<file path="src/rtl/alu_md.sv">
// EX-stage ALU with an iterative multiply/divide unit and HI/LO registers.
// Single-cycle ops are combinational; MULT/MULTU/DIV/DIVU iterate one bit per cycle.
module alu_md #(
    parameter int WIDTH  = 32,
    parameter bit EN_DIV = 1'b1
) (
    input  logic             clk,
    input  logic             reset,
    input  logic [WIDTH-1:0] a,
    input  logic [WIDTH-1:0] b,
    input  logic [7:0]       alu_in,
    input  logic             ex_valid,
    output logic             zero,
    output logic [WIDTH-1:0] alu_out,
    output logic             stall,
    output logic             busy,
    output logic             md_done
);

    localparam int CW = $clog2(WIDTH);
    localparam logic [CW-1:0] LAST = CW'(WIDTH - 1);

    localparam logic [5:0] F_ADD   = 6'b100000;
    localparam logic [5:0] F_SUB   = 6'b100010;
    localparam logic [5:0] F_AND   = 6'b100100;
    localparam logic [5:0] F_OR    = 6'b100101;
    localparam logic [5:0] F_XOR   = 6'b100110;
    localparam logic [5:0] F_NOR   = 6'b100111;
    localparam logic [5:0] F_SLT   = 6'b101010;
    localparam logic [5:0] F_SLTU  = 6'b101011;
    localparam logic [5:0] F_MFHI  = 6'b010000;
    localparam logic [5:0] F_MTHI  = 6'b010001;
    localparam logic [5:0] F_MFLO  = 6'b010010;
    localparam logic [5:0] F_MTLO  = 6'b010011;
    localparam logic [5:0] F_MULT  = 6'b011000;
    localparam logic [5:0] F_MULTU = 6'b011001;
    localparam logic [5:0] F_DIV   = 6'b011010;
    localparam logic [5:0] F_DIVU  = 6'b011011;

    function automatic logic [WIDTH-1:0] cond_neg(input logic [WIDTH-1:0] v, input logic neg);
        return neg ? (~v + 1'b1) : v;
    endfunction

    function automatic logic [2*WIDTH-1:0] cond_neg2(input logic [2*WIDTH-1:0] v, input logic neg);
        return neg ? (~v + 1'b1) : v;
    endfunction

    logic [1:0] aluop;
    logic [5:0] funct;
    logic       is_r, f_mult, f_div, f_md, f_hilo, sgn_op, a_neg, b_neg, launch;
    logic signed [WIDTH-1:0] a_s, b_s;

    assign aluop  = alu_in[7:6];
    assign funct  = alu_in[5:0];
    assign a_s    = a;
    assign b_s    = b;
    assign is_r   = (aluop == 2'b10);
    assign f_mult = (funct == F_MULT) || (funct == F_MULTU);
    assign f_div  = EN_DIV && ((funct == F_DIV) || (funct == F_DIVU));
    assign f_md   = f_mult || f_div;
    assign f_hilo = (funct == F_MFHI) || (funct == F_MFLO) || (funct == F_MTHI) || (funct == F_MTLO);
    // funct[0] clear selects the signed flavour of both MULT and DIV
    assign sgn_op = ~funct[0];
    assign a_neg  = sgn_op & a[WIDTH-1];
    assign b_neg  = sgn_op & b[WIDTH-1];

    assign zero   = (a == b);
    assign stall  = ex_valid & is_r & busy & (f_md | f_hilo);
    assign launch = ex_valid & is_r & f_md & ~busy;

    logic [WIDTH-1:0] hi, lo;
    logic [CW-1:0]    cnt;

    always_comb begin
        alu_out = '0;
        case (aluop)
            2'b00: alu_out = a + b;
            2'b01: alu_out = a - b;
            2'b11: alu_out = a | b;
            default: begin
                case (funct)
                    F_ADD:  alu_out = a + b;
                    F_SUB:  alu_out = a - b;
                    F_AND:  alu_out = a & b;
                    F_OR:   alu_out = a | b;
                    F_XOR:  alu_out = a ^ b;
                    F_NOR:  alu_out = ~(a | b);
                    F_SLT:  alu_out = {{(WIDTH-1){1'b0}}, (a_s < b_s)};
                    F_SLTU: alu_out = {{(WIDTH-1){1'b0}}, (a < b)};
                    F_MFHI: alu_out = hi;
                    F_MFLO: alu_out = lo;
                    default: alu_out = '0;
                endcase
            end
        endcase
    end

    // Iteration state: acc_p0 holds {partial product, multiplier} or {remainder, quotient}
    logic [2*WIDTH:0] acc_p0, acc_nxt;
    logic [WIDTH-1:0] opnd_p0, a_orig_p0;
    logic             op_div_p0, neg_q_p0, neg_r_p0, div_zero_p0;
    logic [WIDTH:0]   mul_sum, div_shift, div_trial;
    logic             div_ge;

    always_comb begin
        mul_sum   = acc_p0[2*WIDTH:WIDTH] + (acc_p0[0] ? {1'b0, opnd_p0} : '0);
        div_shift = {acc_p0[2*WIDTH-1:WIDTH], acc_p0[WIDTH-1]};
        div_trial = div_shift - {1'b0, opnd_p0};
        div_ge    = (div_shift >= {1'b0, opnd_p0});
        if (op_div_p0)
            acc_nxt = {(div_ge ? div_trial : div_shift), acc_p0[WIDTH-2:0], div_ge};
        else
            acc_nxt = {1'b0, mul_sum, acc_p0[WIDTH-1:1]};
    end

    // min_int / -1 needs no special case: |min_int| divides to min_int with matching signs
    logic [2*WIDTH-1:0] prod;
    logic [WIDTH-1:0]   fin_hi, fin_lo;

    always_comb begin
        prod   = cond_neg2(acc_nxt[2*WIDTH-1:0], neg_q_p0);
        fin_hi = prod[2*WIDTH-1:WIDTH];
        fin_lo = prod[WIDTH-1:0];
        if (op_div_p0) begin
            if (div_zero_p0) begin
                fin_lo = '1;
                fin_hi = a_orig_p0;
            end else begin
                fin_lo = cond_neg(acc_nxt[WIDTH-1:0], neg_q_p0);
                fin_hi = cond_neg(acc_nxt[2*WIDTH-1:WIDTH], neg_r_p0);
            end
        end
    end

    always_ff @(posedge clk or posedge reset) begin
        if (reset) begin
            busy    <= 1'b0;
            md_done <= 1'b0;
            cnt     <= '0;
            hi      <= '0;
            lo      <= '0;
        end else begin
            md_done <= 1'b0;
            if (busy) begin
                cnt <= cnt + 1'b1;
                if (cnt == LAST) begin
                    busy    <= 1'b0;
                    md_done <= 1'b1;
                    cnt     <= '0;
                    hi      <= fin_hi;
                    lo      <= fin_lo;
                end
            end else if (launch) begin
                busy <= 1'b1;
                cnt  <= '0;
            end else if (ex_valid && is_r && funct == F_MTHI) begin
                hi <= a;
            end else if (ex_valid && is_r && funct == F_MTLO) begin
                lo <= a;
            end
        end
    end

    always_ff @(posedge clk) begin
        if (launch) begin
            acc_p0      <= {{(WIDTH+1){1'b0}}, cond_neg(a, a_neg)};
            opnd_p0     <= cond_neg(b, b_neg);
            a_orig_p0   <= a;
            op_div_p0   <= f_div;
            neg_q_p0    <= a_neg ^ b_neg;
            neg_r_p0    <= a_neg;
            div_zero_p0 <= f_div & (b == '0);
        end else if (busy) begin
            acc_p0 <= acc_nxt;
        end
    end

endmodule

</file>
<file path="config.mk">
export PLATFORM = sky130hd
export DESIGN_NAME = alu_md
export DESIGN_NICKNAME = d
export VERILOG_FILES = /design/src/rtl/alu_md.sv
export SDC_FILE = /design/constraint.sdc
export NUM_CORES = 1
export LEC_CHECK = 0
export CORE_ASPECT_RATIO = 2
export CORE_UTILIZATION = 55
export DETAILED_ROUTE_END_ITERATION = 10
export GPL_TIMING_DRIVEN = 0
export PLACE_DENSITY = 0.77
export SYNTH_ARGS = -nofsm -noshare
export SYNTH_HDL_FRONTEND = slang
export SYNTH_SLANG_ARGS = --single-unit
</file>
<file path="constraint.sdc">
create_clock -name clk -period 5.05 [get_ports clk]
set_clock_uncertainty 0.15 [all_clocks]
set_input_delay 1.01 -clock clk [delete_from_list [all_inputs] [get_ports clk]]
set_output_delay 1.01 -clock clk [all_outputs]
set_load 0.005 [all_outputs]
</file>
==> metrics, run 1 <==
Area contributors post-synth=edfxtp_1 (13%), ha_1 (8.9%), dfrtp_1 (7.6%); cell area after placement=between 20000 and 30000 sq um; top cell type's share of synthesized area=0.1290; grt total ovfl=33; YS warnings=0; TritonCTS Sinks=between 200 and 250; buffers added on ports=108; Die H=just under 300 um; clock buffer count from CTS=18; overall die width=147.4 um; num rows=about 110; EDFF count, synth=100; GRT Total Usage=0.6493; H-tree Lvls=1; Synth Instances=approximately 3000; vias in the first global route=approximately 30000; deepest clock path buffer count=3; root buffer cell=clkbuf_16; sequential area share after synthesis=0.2338; area leader, netlist=edfxtp_1; Synth async-reset ratio=0.3480; RD Place Congestion=approximately 1.1; Failed at=global routing; Starting Density=0.5570; ys flop type=edfxtp_1; status=aborted with a tool error; post-DP HPWL=92330 um; Yosys cell types=95; Cell Area, Synth=approximately 23000 sq um; # hold bufs at CTS=0; Mapped Nets=between 3000 and 4000; # IOs=111; first-pass GRT wire length=approximately 200000 um; Avg Inst Size Synth=between 7 and 8 sq um; Error=[ERROR GRT-0116] Global routing finished with congestion. Check the congestion regions in the DRC Viewer.; largest net degree at the start of global routing=73; synthesized flop and latch total=204
==> metal layers <==
metal | overflow | global-route usage
met1 | 0 | 0.6354
met2 | 15 | 0.9046
met3 | 2 | 0.3693
met4 | 16 | 0.7116
met5 | 0 | 0.04302
==> metrics by stage <==
step | setup slack (ns) | utilization | std cells
floorplan | -0.04925 | - | 3005
global placement | -3.276 | 0.6013 | 3653
detailed placement | -3.414 | 0.6028 | 3657
CTS | -0.4405 | 0.6778 | 3791
==> repair_timing <==
item                                    CTS
gates resized for setup                 746
pin swaps                               127
buffers inserted                        121
endpoints found under the setup margin  136
==> synthesized netlist by cell type (all sizes together) (38+ instances only) <==
library cell  count
buf              38
a21oi           236
a21o             42
mux2i            57
xnor2           188
clkbuf          151
nor3             76
edfxtp          100
nand2           243
ha              166
and2             45
o22ai            49
o211ai           45
o21ai           241
nor2            240
dfrtp            71
nand3            64
a31oi            44
xor2             67
inv             183
==> kinds of logic after synthesis <==
family / synth area share
DFF: 0.2338
adders and majority gates: 0.09270
AOI/OAI and AO/OA: 0.2956
buffers and inverters: 0.06210
muxes: 0.03194
xor gates and xnor gates: 0.09598
and+or+nand+nor: 0.1879
==> run 2, diff against run 1 <==
==> config.mk (replaced) <==
export PLATFORM = sky130hd
export DESIGN_NAME = alu_md
export DESIGN_NICKNAME = d
export VERILOG_FILES = /design/src/rtl/alu_md.sv
export SDC_FILE = /design/constraint.sdc
export NUM_CORES = 1
export LEC_CHECK = 0
export CORE_UTILIZATION = 40
export DETAILED_ROUTE_END_ITERATION = 10
export GPL_TIMING_DRIVEN = 0
export PLACE_DENSITY_LB_ADDON = 0.15
export SYNTH_ARGS = -nofsm -noshare
export SYNTH_HDL_FRONTEND = slang
export SYNTH_SLANG_ARGS = --single-unit
==> constraint.sdc (replaced) <==
create_clock -name clk -period 6.6 [get_ports clk]
set_clock_uncertainty 0.15 [all_clocks]
set_input_delay 1.32 -clock clk [delete_from_list [all_inputs] [get_ports clk]]
set_output_delay 1.32 -clock clk [all_outputs]
set_load 0.005 [all_outputs]
==> metrics, run 2 <==
placed insts=3881 (+6.1%); Worst-Margin Slew=about 1.3 ns; Max Cap Violations=0; detail-routed via count per cell=approximately 6.5; Reg-to-Reg End=hi[30]; total chip power=around 7.7 mW; fillers=between 5000 and 6000; root buffer cell=clkbuf_16; most frequent cells after synthesis=nand2_1 (243), nor2_1 (240), a21oi_1 (233); Core ar.=~58000 sq um; worst slack, placed=-1.967 ns (+1.447 ns); Die H=243.2 um (-17%); ys flop type=edfxtp_1; n_diodes=0; failing checks=setup timing; CP max FO=9; Met2 Routed Length=about 50000 um; Synth Instances=3005 (unchanged); post-layout minimum cycle time=between 6 and 7 ns; Worst Path Required=between 5 and 6 ns; Cell Area, Synth=23270 sq um (unchanged); area leader, netlist=edfxtp_1; pwr/cell area=around 290 nW/um^2; vias in the first global route=around 25000; max-slew violations=0; Setup Viol. Count Final=1; wirelength, routed=112100 um; crit path capture=alu_out[19]; critical path class=in -> out; Setup Total Neg Slack=-0.01128 ns; Tcrit/Tclk final=1.002; clock transition at the registers of the reported paths=around 0.06 ns; count leader, synth=nand2_1; EDFF count, synth=100 (unchanged); overall die width=243.2 um (+65%); worst hold path class=reg -> reg; most frequent cells in the layout=nand2_1 (242), nor2_1 (235), a21oi_1 (229), o21ai_0 (216), xnor2_1 (188); Leakage=roughly 10 nW; first-pass GRT wire length=approximately 160000 um; Final Non-Filler Cells=3920; # hold bufs at CTS=0 (unchanged); buffers added on ports=108 (unchanged); Mapped Nets=3250 (unchanged); post-DP HPWL=90320 um (-2.2%); flop-to-flop setup slack=around 0.070 ns; wl on met1=about 46000 um; cell mode on critical path=clkdlybuf4s50_1; largest register by flop count=acc_p0; sequential area share after synthesis=0.2338 (unchanged); Synth async-reset ratio=0.3480 (unchanged); max reg flops=between 60 and 70; largest net degree at the start of global routing=between 70 and 80; clock buffer count from CTS=20 (+2); top sig layer=met4; RD Place Congestion=1.003 (-11%); CP Capture Type=output port; met3 wire length=just under 9000 um; clk_lat worst skew=~0.53 ns; CP startpoint=alu_in[0]; synthesized flop and latch total=204 (unchanged); Avg Inst Size Synth=7.744 sq um (unchanged); Detailed Routing Iterations Pass 1=6; grt total ovfl=0; most common library cell in the layout ignoring fill and taps=nand2_1; R2R Path Start=op_div_p0; top cell type's share of synthesized area=0.1290 (unchanged); Hold Vio Cnt, Final=0; Slowest-stage cell, CP=a21boi_1; cell area after placement=25370 sq um (+0.75%); CTS tree=done; initial antenna violation count=1; max incr delay on CP=approximately 0.75 ns; GRT Total Usage=0.3679; CP startpoint kind=primary input; H-tree Lvls=1 (unchanged); f_max=roughly 0.15 GHz; min setup slack post-route=-0.01128 ns; Post-DRT Antenna Nets=0; YS warnings=0 (unchanged); fin nets=~3400; Post-route DRC=0; area delta synth->final=14.63%; Area contributors post-synth=edfxtp_1 (13%), ha_1 (8.9%), dfrtp_1 (7.6%); Yosys cell types=95 (unchanged); layout cells sized above 1=0.08621; Starting Density=0.4041 (-0.1529); Relative slew margins=0.1092; status=complete, but fails checks; worst path arrival time=around 5.1 ns; reg2reg path depth=18; deepest clock path buffer count=3 (unchanged); DR iter-0 viols=between 3000 and 4000; # IOs=111 (unchanged); num rows=88 (-17%); post-route cell area=about 27000 sq um; DR WL/cell=28.59 um; Peak VDD IR=between 100 and 150 uV; full die area=59140 sq um; via count=approximately 25000; worst-path cell chain=clkdlybuf4s50_1 > nand2b_1 > or3_1 > nor2_2 > a21boi_1 > a21oi_1 > a2111oi_0 > o21ai_0 > clkdlybuf4s50_1; TritonCTS Sinks=204 (unchanged)
[run 2: cell counts after synthesis]
Identical to the previous run, type by type.
[run 2: stage by stage]
step	hold slack, ns	util
finish	0.3544	0.4632
global route	0.3788	0.4632
CTS	0.3474	0.4586
detailed placement	0.3276	0.4406
global placement	0.3187	0.4395
floorplan	0.2988	-
[run 2: worst min path at each step]
stage               start         end  slack [ns]  cells past startpoint
6_report           lo[26]      lo[26]        0.35                      2
5_1_grt        acc_p0[64]  acc_p0[64]        0.38                      1
4_1_cts            lo[19]      lo[19]        0.35                      2
3_5_place_dp       lo[19]      lo[19]        0.33                      2
3_3_place_gp       lo[13]      lo[13]        0.32                      2
2_1_floorplan       hi[0]       hi[0]        0.30                      2
[run 2: logic make-up after synthesis]
group           Yosys count  synth area share
compound gates         1037            0.2956
simple gates            891            0.1879
buf+inv                 376           0.06210
xor+xnor                255           0.09598
flops                   204            0.2338
fa+ha+maj               170           0.09270
mux                      72           0.03194
[run 2: routing by layer]
layer	GRT usage	up-vias
met4	0.2100	0
met1	0.4752	12260
li1	-	11410
met2	0.5944	1415
met5	0	-
met3	0.04025	308
[run 2: where the power goes]
group / total, mW / internal, mW / switching, mW
Combinational: 4.77 / 1.73 / 3.04
Sequential: 1.78 / 1.53 / 0.254
Clock: 1.20 / 0.663 / 0.537
Total: 7.75 / 3.92 / 3.83
[run 2: worst max-delay path, delay by kind of cell]
kind / cells / cell delay [ns]
AO/OA/AOI/OAI: 4 / 1.50
buffers and inverters: 2 / 1.16
AND/OR/NAND/NOR: 3 / 1.16
[run 2: layout make-up]
cell class | instances | area (sq um) | area share
plain buffers | 171 | 723.2 | 0.02711
clock buffers | 30 | 630.6 | 0.02364
clock inverters | 6 | 31.28 | 0.001173
inverters | 187 | 721.9 | 0.02707
multi-input cells | 2425 | 16960 | 0.6358
flip-flops and latches | 204 | 5440 | 0.2040
well taps | 765 | 957.2 | 0.03589
repair buffers | 132 | 1209 | 0.04531
[run 2: repair_timing]
item                                    4_1_cts  5_1_grt
endpoints found under the setup margin       99       40
setup buffers                                 8       13
pin swaps                                    14       20
gates resized for setup                     203      103
(Power assumes the default switching activity.)
==> run 3, diff against run 2 <==
--- a/config.mk
+++ b/config.mk
@@ -7,8 +7,8 @@
 export LEC_CHECK = 0
 export CORE_UTILIZATION = 40
 export DETAILED_ROUTE_END_ITERATION = 10
-export GPL_TIMING_DRIVEN = 0
 export PLACE_DENSITY_LB_ADDON = 0.15
+export SKIP_CTS_REPAIR_TIMING = 1
 export SYNTH_ARGS = -nofsm -noshare
 export SYNTH_HDL_FRONTEND = slang
 export SYNTH_SLANG_ARGS = --single-unit
==> metrics, run 3 (same netlist as run 2, synthesis figures left out) <==
status=complete, no violations; fin nets=3488 (+3.0%); critical path class=in -> out; deepest clock path buffer count=3 (unchanged); Min-Delay Path Depth=2 (unchanged); post-layout minimum cycle time=6.487 ns (-0.1242 ns); Relative slew margins=0.1491 (+0.03984); Core ar.=57590 sq um (unchanged); CTS tree=done; CP Capture Type=output port; switching share of power=0.4778 (-0.01650); wl on met1=46620 um (+2.3%); clock buffer count from CTS=21 (+5.0%); via count=24950 (-1.7%); Tcrit/Tclk final=0.9829 (-0.01882); worst path arrival time=5.02 ns (-0.12 ns); area delta synth->final=19.79%; root buffer cell=clkbuf_16; largest net degree at the start of global routing=64 (-12%); clock transition at the registers of the reported paths=0.07 ns (about the same); worst slack, placed=-0.8360 ns (+1.131 ns); pwr/cell area=277.3 nW/um^2 (-4.5%); flop-to-flop setup slack=0.66 ns (+0.59 ns); GRT Total Usage=0.3338 (-0.03408); overall die width=243.2 um (unchanged); Hold Vio Cnt, Final=0 (unchanged); TritonCTS Sinks=204 (unchanged); Setup Viol. Count Final=0 (-1); DR WL/cell=25.32 um (-11%); Reg-to-Reg End=hi[30]; max reg flops=65 (unchanged); Setup Total Neg Slack=0 ns (+0.01128 ns); Peak VDD IR=166.4 uV (+14%); Worst-Margin Slew=1.266 ns (-0.05837 ns); buffers added on ports=110 (+1.9%); post-DP HPWL=79890 um (-12%); register share of total power=0.231 (about the same); # IOs=111 (unchanged); logic gate share of total power=0.616 (about the same); initial antenna violation count=1 (unchanged); Die H=243.2 um (unchanged); most common library cell in the layout ignoring fill and taps=buf_4; detail-routed via count per cell=6.204 (-4.2%); RSZ-0062 raised after global routing=yes; f_max=0.1542 GHz (+1.9%); Starting Density=0.4041 (unchanged); H-tree Lvls=1 (unchanged); internal power=4.036 mW (+3.0%); n_diodes=0 (unchanged); Detailed Routing Iterations Pass 1=7 (+1); total chip power=7.728 mW (-0.25%); largest register by flop count=acc_p0; R2R Path Start=acc_p0[0]; num rows=88 (unchanged); RD Place Congestion=0.9883 (-1.5%); P_sw=3.692 mW (-3.6%); post-route cell area=27880 sq um (+4.5%); worst hold path class=reg -> reg; vias in the first global route=23950 (-2.4%); most frequent cells in the layout=buf_4 (292), nand2_1 (243), nor2_1 (239), a21oi_1 (224), o21ai_0 (216); wirelength, routed=101800 um (-9.1%); Hold Path Sink=lo[16]; Worst Path Required=5.13 ns (about the same); Post-DRT Antenna Nets=0 (unchanged); Met2 Routed Length=44960 um (-11%); full die area=59140 sq um (unchanged); Max Cap Violations=0 (unchanged); met3 wire length=7489 um (-16%); cell area after placement=26820 sq um (+5.7%); Post-route DRC=0 (unchanged); Clk pwr share=0.153 (-0.002); layout cells sized above 1=0.1345 (+0.04827); Final Util=0.4841 (+0.02088); first-pass GRT wire length=152300 um (-6.4%); max-slew violations=0 (unchanged); DR iter-0 viols=2590 (-14%); clk_lat worst skew=0.53 ns (about the same); hold_sp=lo[16]; CP startpoint kind=primary input; CP max FO=6 (-3); grt total ovfl=0 (unchanged); Leakage=11.53 nW (+11%); min setup slack post-route=0.1129 ns (+0.1242 ns); reg2reg path depth=16 (-2); top sig layer=met5
run 3: power groups by stage:
stage | Sequential (mW) | Combinational (mW) | Clock (mW)
floorplan | 1.68 | 3.18 | 0
CTS | 1.77 | 4.62 | 1.19
global route | 1.81 | 5.14 | 1.22
global placement | 1.80 | 4.54 | 0
detailed placement | 1.80 | 4.57 | 0
finish | 1.78 | 4.76 | 1.18
run 3: through the flow:
stage | hold slack, ns | cells
4_1_cts | 0.3376 | 4015
2_1_floorplan | 0.2988 | 3005
5_1_grt | 0.3621 | 4022
3_3_place_gp | 0.3175 | 3978
6_report | 0.3353 | 4022
3_5_place_dp | 0.3228 | 3978
run 3: layout make-up:
type | instances | area (sq um)
fillers | 5787 | 29710
multi-input cells | 2425 | 16750
flip-flops and latches | 204 | 5444
repair buffers | 404 | 3378
well taps | 765 | 957.2
inverters | 187 | 703.2
clock buffers | 28 | 593.1
clock inverters | 9 | 45.04
run 3: worst max path at each step:
stage | cells after the start | end | startpoint
after floorplan | 15 | alu_out[30] | a[0]
after global placement | 18 | alu_out[30] | a[0]
after detailed placement | 18 | alu_out[30] | a[0]
after CTS | 18 | alu_out[30] | a[0]
after global routing | 18 | alu_out[30] | b[2]
final | 18 | alu_out[30] | a[2]
run 3: layer usage:
metal / GRT usage / vias to the layer above
met3: 0.03140 / 143
met2: 0.5241 / 1115
met4: 0.09360 / 2
met1: 0.4826 / 12110
met5: 0 / -
li1: - / 11580
run 3: worst max-delay path, cell delays in order:
cell and delay (ns):
clkdlybuf4s50_1 0.42, buf_4 0.17, ha_1 0.23, a21o_1 0.21
a31o_4 0.27, a2111oi_4 0.37, buf_4 0.18, o21ai_2 0.07
o21a_1 0.22, a211o_1 0.35, o31ai_4 0.29, o31ai_2 0.11
a31o_2 0.23, buf_4 0.13, o211ai_1 0.15, a21oi_1 0.08
o21ai_1 0.08, dlymetal6s2s_1 0.14
